**src/rtl/spi_cfg_master.sv**
```systemverilog
// SPI mode-0 master: arbitrates ADC/PLL 24-bit config words and shifts them out MSB first.
// Define SPI_READBACK_EN to add MISO capture (miso, rd_data, rd_valid).
module spi_cfg_master #(
  parameter int unsigned CLK_DIV  = 4,
  parameter int unsigned CS_SETUP = 2,
  parameter int unsigned CS_HOLD  = 2,
  parameter int unsigned CS_GAP   = 4
) (
  input  logic        clk,
  input  logic        rst_n,
  input  logic        adc_req,
  input  logic [23:0] adc_data,
  output logic        adc_ack,
  input  logic        pll_req,
  input  logic [23:0] pll_data,
  output logic        pll_ack,
  output logic        done,
  output logic        busy,
  output logic        mosi,
  output logic        sck,
  output logic        SpiAdc1CSB_po,
  output logic        SpiPllCSB_po
`ifdef SPI_READBACK_EN
  ,
  input  logic        miso,
  output logic [23:0] rd_data,
  output logic        rd_valid
`endif
);

  localparam int unsigned DW = 24;
  localparam int unsigned TW = 8;
  localparam int unsigned BW = 5;

  typedef enum logic [2:0] {
    S_IDLE,
    S_SETUP,
    S_SHIFT,
    S_HOLD,
    S_GAP
  } state_t;

  state_t          r_state;
  state_t          w_state_nxt;

  logic [DW-1:0]   r_shift, w_shift_nxt;
  logic [TW-1:0]   r_tcnt, w_tcnt_nxt;
  logic [BW-1:0]   r_bcnt, w_bcnt_nxt;
  logic            r_sck, w_sck_nxt;
  logic            r_mosi, w_mosi_nxt;
  logic            r_adc_csb, w_adc_csb_nxt;
  logic            r_pll_csb, w_pll_csb_nxt;
  logic            r_adc_ack, w_adc_ack_nxt;
  logic            r_pll_ack, w_pll_ack_nxt;
  logic            r_done, w_done_nxt;
  logic            r_busy, w_busy_nxt;
  logic            r_last_adc, w_last_adc_nxt;

  logic            w_gnt_adc;
  logic            w_gnt_pll;
  logic [DW-1:0]   w_sel_data;

`ifdef SPI_READBACK_EN
  logic [DW-1:0]   r_rx, w_rx_nxt;
  logic [DW-1:0]   r_rd_data, w_rd_data_nxt;
  logic            r_rd_valid, w_rd_valid_nxt;
`endif

  // Round-robin: on a tie, serve whichever channel was not served last.
  assign w_gnt_adc  = adc_req && (!pll_req || !r_last_adc);
  assign w_gnt_pll  = pll_req && !w_gnt_adc;
  assign w_sel_data = w_gnt_adc ? adc_data : pll_data;

  always_ff @(posedge clk or negedge rst_n) begin
    if (!rst_n) begin
      r_state <= S_IDLE;
    end else begin
      r_state <= w_state_nxt;
    end
  end

  always_comb begin
    w_state_nxt    = r_state;
    w_shift_nxt    = r_shift;
    w_tcnt_nxt     = r_tcnt;
    w_bcnt_nxt     = r_bcnt;
    w_sck_nxt      = r_sck;
    w_mosi_nxt     = r_mosi;
    w_adc_csb_nxt  = r_adc_csb;
    w_pll_csb_nxt  = r_pll_csb;
    w_adc_ack_nxt  = 1'b0;
    w_pll_ack_nxt  = 1'b0;
    w_done_nxt     = 1'b0;
    w_busy_nxt     = r_busy;
    w_last_adc_nxt = r_last_adc;
`ifdef SPI_READBACK_EN
    w_rx_nxt       = r_rx;
    w_rd_data_nxt  = r_rd_data;
    w_rd_valid_nxt = 1'b0;
`endif
    case (r_state)
      S_IDLE: begin
        if (w_gnt_adc || w_gnt_pll) begin
          w_state_nxt    = S_SETUP;
          w_shift_nxt    = w_sel_data;
          w_mosi_nxt     = w_sel_data[DW-1];
          w_adc_csb_nxt  = !w_gnt_adc;
          w_pll_csb_nxt  = !w_gnt_pll;
          w_adc_ack_nxt  = w_gnt_adc;
          w_pll_ack_nxt  = w_gnt_pll;
          w_last_adc_nxt = w_gnt_adc;
          w_busy_nxt     = 1'b1;
          w_tcnt_nxt     = '0;
          w_bcnt_nxt     = '0;
          w_sck_nxt      = 1'b0;
        end
      end
      S_SETUP: begin
        if (r_tcnt == TW'(CS_SETUP - 1)) begin
          w_state_nxt = S_SHIFT;
          w_tcnt_nxt  = '0;
        end else begin
          w_tcnt_nxt = r_tcnt + TW'(1);
        end
      end
      // Each half-period is CLK_DIV cycles; mosi advances only on sck falling.
      S_SHIFT: begin
        if (r_tcnt == TW'(CLK_DIV - 1)) begin
          w_tcnt_nxt = '0;
          if (!r_sck) begin
            w_sck_nxt = 1'b1;
`ifdef SPI_READBACK_EN
            w_rx_nxt  = {r_rx[DW-2:0], miso};
`endif
          end else begin
            w_sck_nxt = 1'b0;
            if (r_bcnt == BW'(DW - 1)) begin
              w_state_nxt = S_HOLD;
            end else begin
              w_bcnt_nxt  = r_bcnt + BW'(1);
              w_shift_nxt = {r_shift[DW-2:0], 1'b0};
              w_mosi_nxt  = r_shift[DW-2];
            end
          end
        end else begin
          w_tcnt_nxt = r_tcnt + TW'(1);
        end
      end
      S_HOLD: begin
        if (r_tcnt == TW'(CS_HOLD - 1)) begin
          w_state_nxt   = S_GAP;
          w_tcnt_nxt    = '0;
          w_adc_csb_nxt = 1'b1;
          w_pll_csb_nxt = 1'b1;
          w_mosi_nxt    = 1'b0;
          w_done_nxt    = 1'b1;
`ifdef SPI_READBACK_EN
          w_rd_data_nxt  = r_rx;
          w_rd_valid_nxt = 1'b1;
`endif
        end else begin
          w_tcnt_nxt = r_tcnt + TW'(1);
        end
      end
      S_GAP: begin
        if (r_tcnt == TW'(CS_GAP - 1)) begin
          w_state_nxt = S_IDLE;
          w_tcnt_nxt  = '0;
          w_busy_nxt  = 1'b0;
        end else begin
          w_tcnt_nxt = r_tcnt + TW'(1);
        end
      end
      default: begin
        w_state_nxt   = S_IDLE;
        w_adc_csb_nxt = 1'b1;
        w_pll_csb_nxt = 1'b1;
        w_sck_nxt     = 1'b0;
        w_mosi_nxt    = 1'b0;
        w_busy_nxt    = 1'b0;
      end
    endcase
  end

  always_ff @(posedge clk or negedge rst_n) begin
    if (!rst_n) begin
      r_shift    <= '0;
      r_tcnt     <= '0;
      r_bcnt     <= '0;
      r_sck      <= 1'b0;
      r_mosi     <= 1'b0;
      r_adc_csb  <= 1'b1;
      r_pll_csb  <= 1'b1;
      r_adc_ack  <= 1'b0;
      r_pll_ack  <= 1'b0;
      r_done     <= 1'b0;
      r_busy     <= 1'b0;
      r_last_adc <= 1'b0;
    end else begin
      r_shift    <= w_shift_nxt;
      r_tcnt     <= w_tcnt_nxt;
      r_bcnt     <= w_bcnt_nxt;
      r_sck      <= w_sck_nxt;
      r_mosi     <= w_mosi_nxt;
      r_adc_csb  <= w_adc_csb_nxt;
      r_pll_csb  <= w_pll_csb_nxt;
      r_adc_ack  <= w_adc_ack_nxt;
      r_pll_ack  <= w_pll_ack_nxt;
      r_done     <= w_done_nxt;
      r_busy     <= w_busy_nxt;
      r_last_adc <= w_last_adc_nxt;
    end
  end

`ifdef SPI_READBACK_EN
  always_ff @(posedge clk or negedge rst_n) begin
    if (!rst_n) begin
      r_rx       <= '0;
      r_rd_data  <= '0;
      r_rd_valid <= 1'b0;
    end else begin
      r_rx       <= w_rx_nxt;
      r_rd_data  <= w_rd_data_nxt;
      r_rd_valid <= w_rd_valid_nxt;
    end
  end

  assign rd_data  = r_rd_data;
  assign rd_valid = r_rd_valid;
`endif

  assign adc_ack       = r_adc_ack;
  assign pll_ack       = r_pll_ack;
  assign done          = r_done;
  assign busy          = r_busy;
  assign mosi          = r_mosi;
  assign sck           = r_sck;
  assign SpiAdc1CSB_po = r_adc_csb;
  assign SpiPllCSB_po  = r_pll_csb;

endmodule

```
**config.mk**
```make
export PLATFORM = sky130hd
export DESIGN_NAME = spi_cfg_master
export DESIGN_NICKNAME = d
export VERILOG_FILES = /design/src/rtl/spi_cfg_master.sv
export SDC_FILE = /design/constraint.sdc
export NUM_CORES = 1
export LEC_CHECK = 0
export CAP_MARGIN = 20
export CORE_ASPECT_RATIO = 0.7
export CORE_UTILIZATION = 55
export DETAILED_ROUTE_END_ITERATION = 6
export PLACE_DENSITY = 0.88
export SYNTH_ARGS = -nofsm -noshare
export SYNTH_HDL_FRONTEND = slang
export SYNTH_SLANG_ARGS = --single-unit
```
**constraint.sdc**
```tcl
create_clock -name clk -period 5.8 [get_ports clk]
set_clock_uncertainty 0.15 [all_clocks]
set_input_delay 1.74 -clock clk [delete_from_list [all_inputs] [get_ports clk]]
set_output_delay 1.74 -clock clk [all_outputs]
set_load 0.05 [all_outputs]
```
==> results.tsv <==
stage	metric	value	unit
synth	number of synthesized flops with an enable pin	0	
synth	Primary FF master, synth	dfrtp_1	
floorplan	Initial Util	57.4	%
synth	Syn Std Cell Area	2760	µm²
sta	worst setup margin	1950	ps
finish	Filler cells	341	
flow_run	max cap viols	0	
sta	setup_tns	0	ps
synth	largest cells by area after synthesis	dfrtp_1, mux2i_1, mux2_1, a21oi_1, nor2_1	
grt	GR Util All Layers	26.3	%
routing	wire per inst	15.8	µm
floorplan	Core Area	4810	µm²
run_status	status	completed	
routing	post-route ant nets	0	
finish	fin cells	404	
synth	Synth Register Bits	48	
worst_setup_path	crit-path cells	clkdlybuf4s50_1 -> a21boi_4 -> mux2i_1 -> a21oi_1 -> mux2_1	
pwr	sw power	606	µW
clock_network	Num CTS Buffers	5	
sta	count of final setup violators	0	
worst_setup_path	Critical Path Slowest Stage Cell	a21boi_4	
floorplan	die area	5310	µm²
clock_network	CTS sink cnt	48	
grt	vias in the first global route	2159	
pwr	Pwr per Cell Area	415	nW/µm²
sta	fin crit share	66.3	%
sta	worst relative slew slack	26.8	%
clock_network	H-tree depth	2	
routing	Starting DRT DRC Count	200	
synth	Cells after Synth	280	
synth	Yosys top cell area share	41.7	%
routing	routed wire length	6.38	mm
floorplan	Chip Width	86.7	µm
synth	Syn Nets	335	
pwr	Sw Share	41.8	%
grt	largest net degree at the start of global routing	49	
clock_network	postcts setup bufs	0	
sta	Max Freq	260	MHz
finish	area grow syn2layout	26.5	%
pwr	Internal Power	843	µW
worst_setup_path	FF-to-FF Start	r_tcnt[0]	
clock_network	Hold Buf Count CTS	0	
clock_network	CTS tree	built	
synth	async set-reset flop share out of synthesis	100	%
worst_setup_path	Largest stage delay, worst path	880	ps
clock_network	Resized cells post-CTS	0	
sta	max-slew violation count	0	
finish	NumNets Final	389	
worst_setup_path	FF-to-FF path depth	5	
pwr	maximum VDD drop	0.180	mV
worst_hold_path	HP Start	r_bcnt[4]	
worst_hold_path	Hold Path Class	reg2reg	
synth	commonest cells in the netlist	dfrtp_1, nor2_1, a21oi_1	
finish	share of layout cells above drive strength 1	6.87	%
clock_network	clk slew on worst S/H paths	80	ps
finish	final core utilization	72.6	%
routing	Post-route DRC	0	
floorplan	Die H	61.3	µm
worst_setup_path	CP Max Fanout	28	
synth	largest area contributor in the netlist	dfrtp_1	
grt	global-route wire length before repair	10.3	mm
sta	Final Hold Viols	0	
synth	synth unique cells	50	
worst_setup_path	critical path type	in2reg	
synth	Syn Area/Cell	9.85	µm²
placed_design	IO Port Bufs	59	
synth	Seq/Total Area, Yosys	43.6	%
clock_network	clock tree buffer depth	2	
grt	grt ovf	0	
worst_setup_path	crit path launch type	input port	
placed_design	placed cells	395	
sta	actual slew at the worst max-slew pin	1100	ps
floorplan	boundary pin count	60	
synth	most frequent cell after synthesis	dfrtp_1	
synth	Yosys warnings	0	
pwr	Comb power frac	45.8	%
placed_design	Final HPWL DP	4.62	mm
floorplan	row cnt	21	
pwr	Flop pwr share	39.9	%
sta	RSZ-0062 raised after global routing	no	
pwr	Leak	0.00140	µW
sta	Hold Slack	335	ps
worst_hold_path	hold depth	1	
pwr	Clk network pwr share	14.4	%
grt	initial antenna violation count	0	
sta	Tmin final	3850	ps
routing	Via density	5.83	
clock_network	clk_lat worst skew	310	ps
finish	Inserted Diodes	0	
clock_network	root buffer cell	clkbuf_8	
worst_setup_path	Critical Path AT	3890	ps
worst_setup_path	CP startpoint	adc_req	
placed_design	gpl congestion	0.865	
routing	DR pass1 iterations	4	
placed_design	Place WS	1640	ps
worst_setup_path	kind of end point of the critical path	register	
routing	via count	2356	
worst_setup_path	WP data required	5850	ps
-- final cells by class --
type / count / area [µm²] / area share (%)
clock buffers: 6 / 82.6 / 2.37
flip-flops and latches: 48 / 1200 / 34.5
well taps: 69 / 86.3 / 2.47
clock inverters: 2 / 10.0 / 0.287
multi-input cells: 209 / 1460 / 41.9
repair buffers: 61 / 613 / 17.6
inverters: 9 / 33.8 / 0.968
-- kinds of logic (layout without fill, tap and decap cells) --
kind of cell	Yosys count	after routing	synth area share (%)
buffers and inverters	23	78	3.81
adders and majority gates	3	3	1.36
xor gates and xnor gates	1	1	0.318
AOI/OAI and AO/OA	69	69	16.1
and+or+nand+nor	86	86	15.6
muxes	50	50	19.2
DFF	48	48	43.6
-- per-stage QoR --
step	instance area (µm²)	total power (µW)
finish	3490	1450
global route	3490	1560
CTS	3470	1440
detailed placement	3380	1240
global placement	3380	1210
floorplan	2760	1060
-- state kept, by name, summed over array words and instances (netlist names) --
| name | flops |
|---|---|
| SpiAdc1CSB_po | 1 |
| SpiPllCSB_po | 1 |
| adc_ack | 1 |
| busy | 1 |
| done | 1 |
| mosi | 1 |
| pll_ack | 1 |
| r_bcnt | 5 |
| r_last_adc | 1 |
| r_shift | 23 |
| r_state | 3 |
| r_tcnt | 8 |
| sck | 1 |
-- metal layers --
metal,share of wire (%),up-vias,GRT usage (%)
li1,-,1133,-
met4,2.5,0,11.4
met3,7.3,16,6.17
met1,45,1118,37.2
met5,0,-,0
met2,45,89,39.6
-- worst paths after layout --
path	to	slack, ps
max	r_shift[22]	1950
min	r_bcnt[4]	330
max in group asynchronous	SpiAdc1CSB_po	3790
max reg2reg	r_shift[2]	2830
min in group asynchronous	pll_ack	1160
min reg2reg	r_bcnt[4]	330
-- power by group through the flow --
stage               sequential, µW  clock [µW]  combinational [µW]
finish                         577         208                 663
global route                   597         227                 732
detailed placement             580           0                 658
floorplan                      595           0                 463
CTS                            574         211                 659
global placement               573           0                 637
-- critical path, delay by kind of cell --
| family | cells | cell delay (ps) |
|---|---|---|
| compound gates | 2 | 1000 |
| buf+inv | 1 | 530 |
| mux | 2 | 620 |
-- cell usage in the layout, fill, tap and decap left out, drive strengths merged, types with 5 or more instances in the layout --
master and instances:
dfrtp 46, nor2 32, a21oi 28, clkdlybuf4s50 58, o21ai 11, inv 9
nand2 20, nand3 10, clkbuf 6, mux2 23, nor3 5, o211ai 9
mux2i 27
No activity file was read; power rests on OpenSTA's default activity.
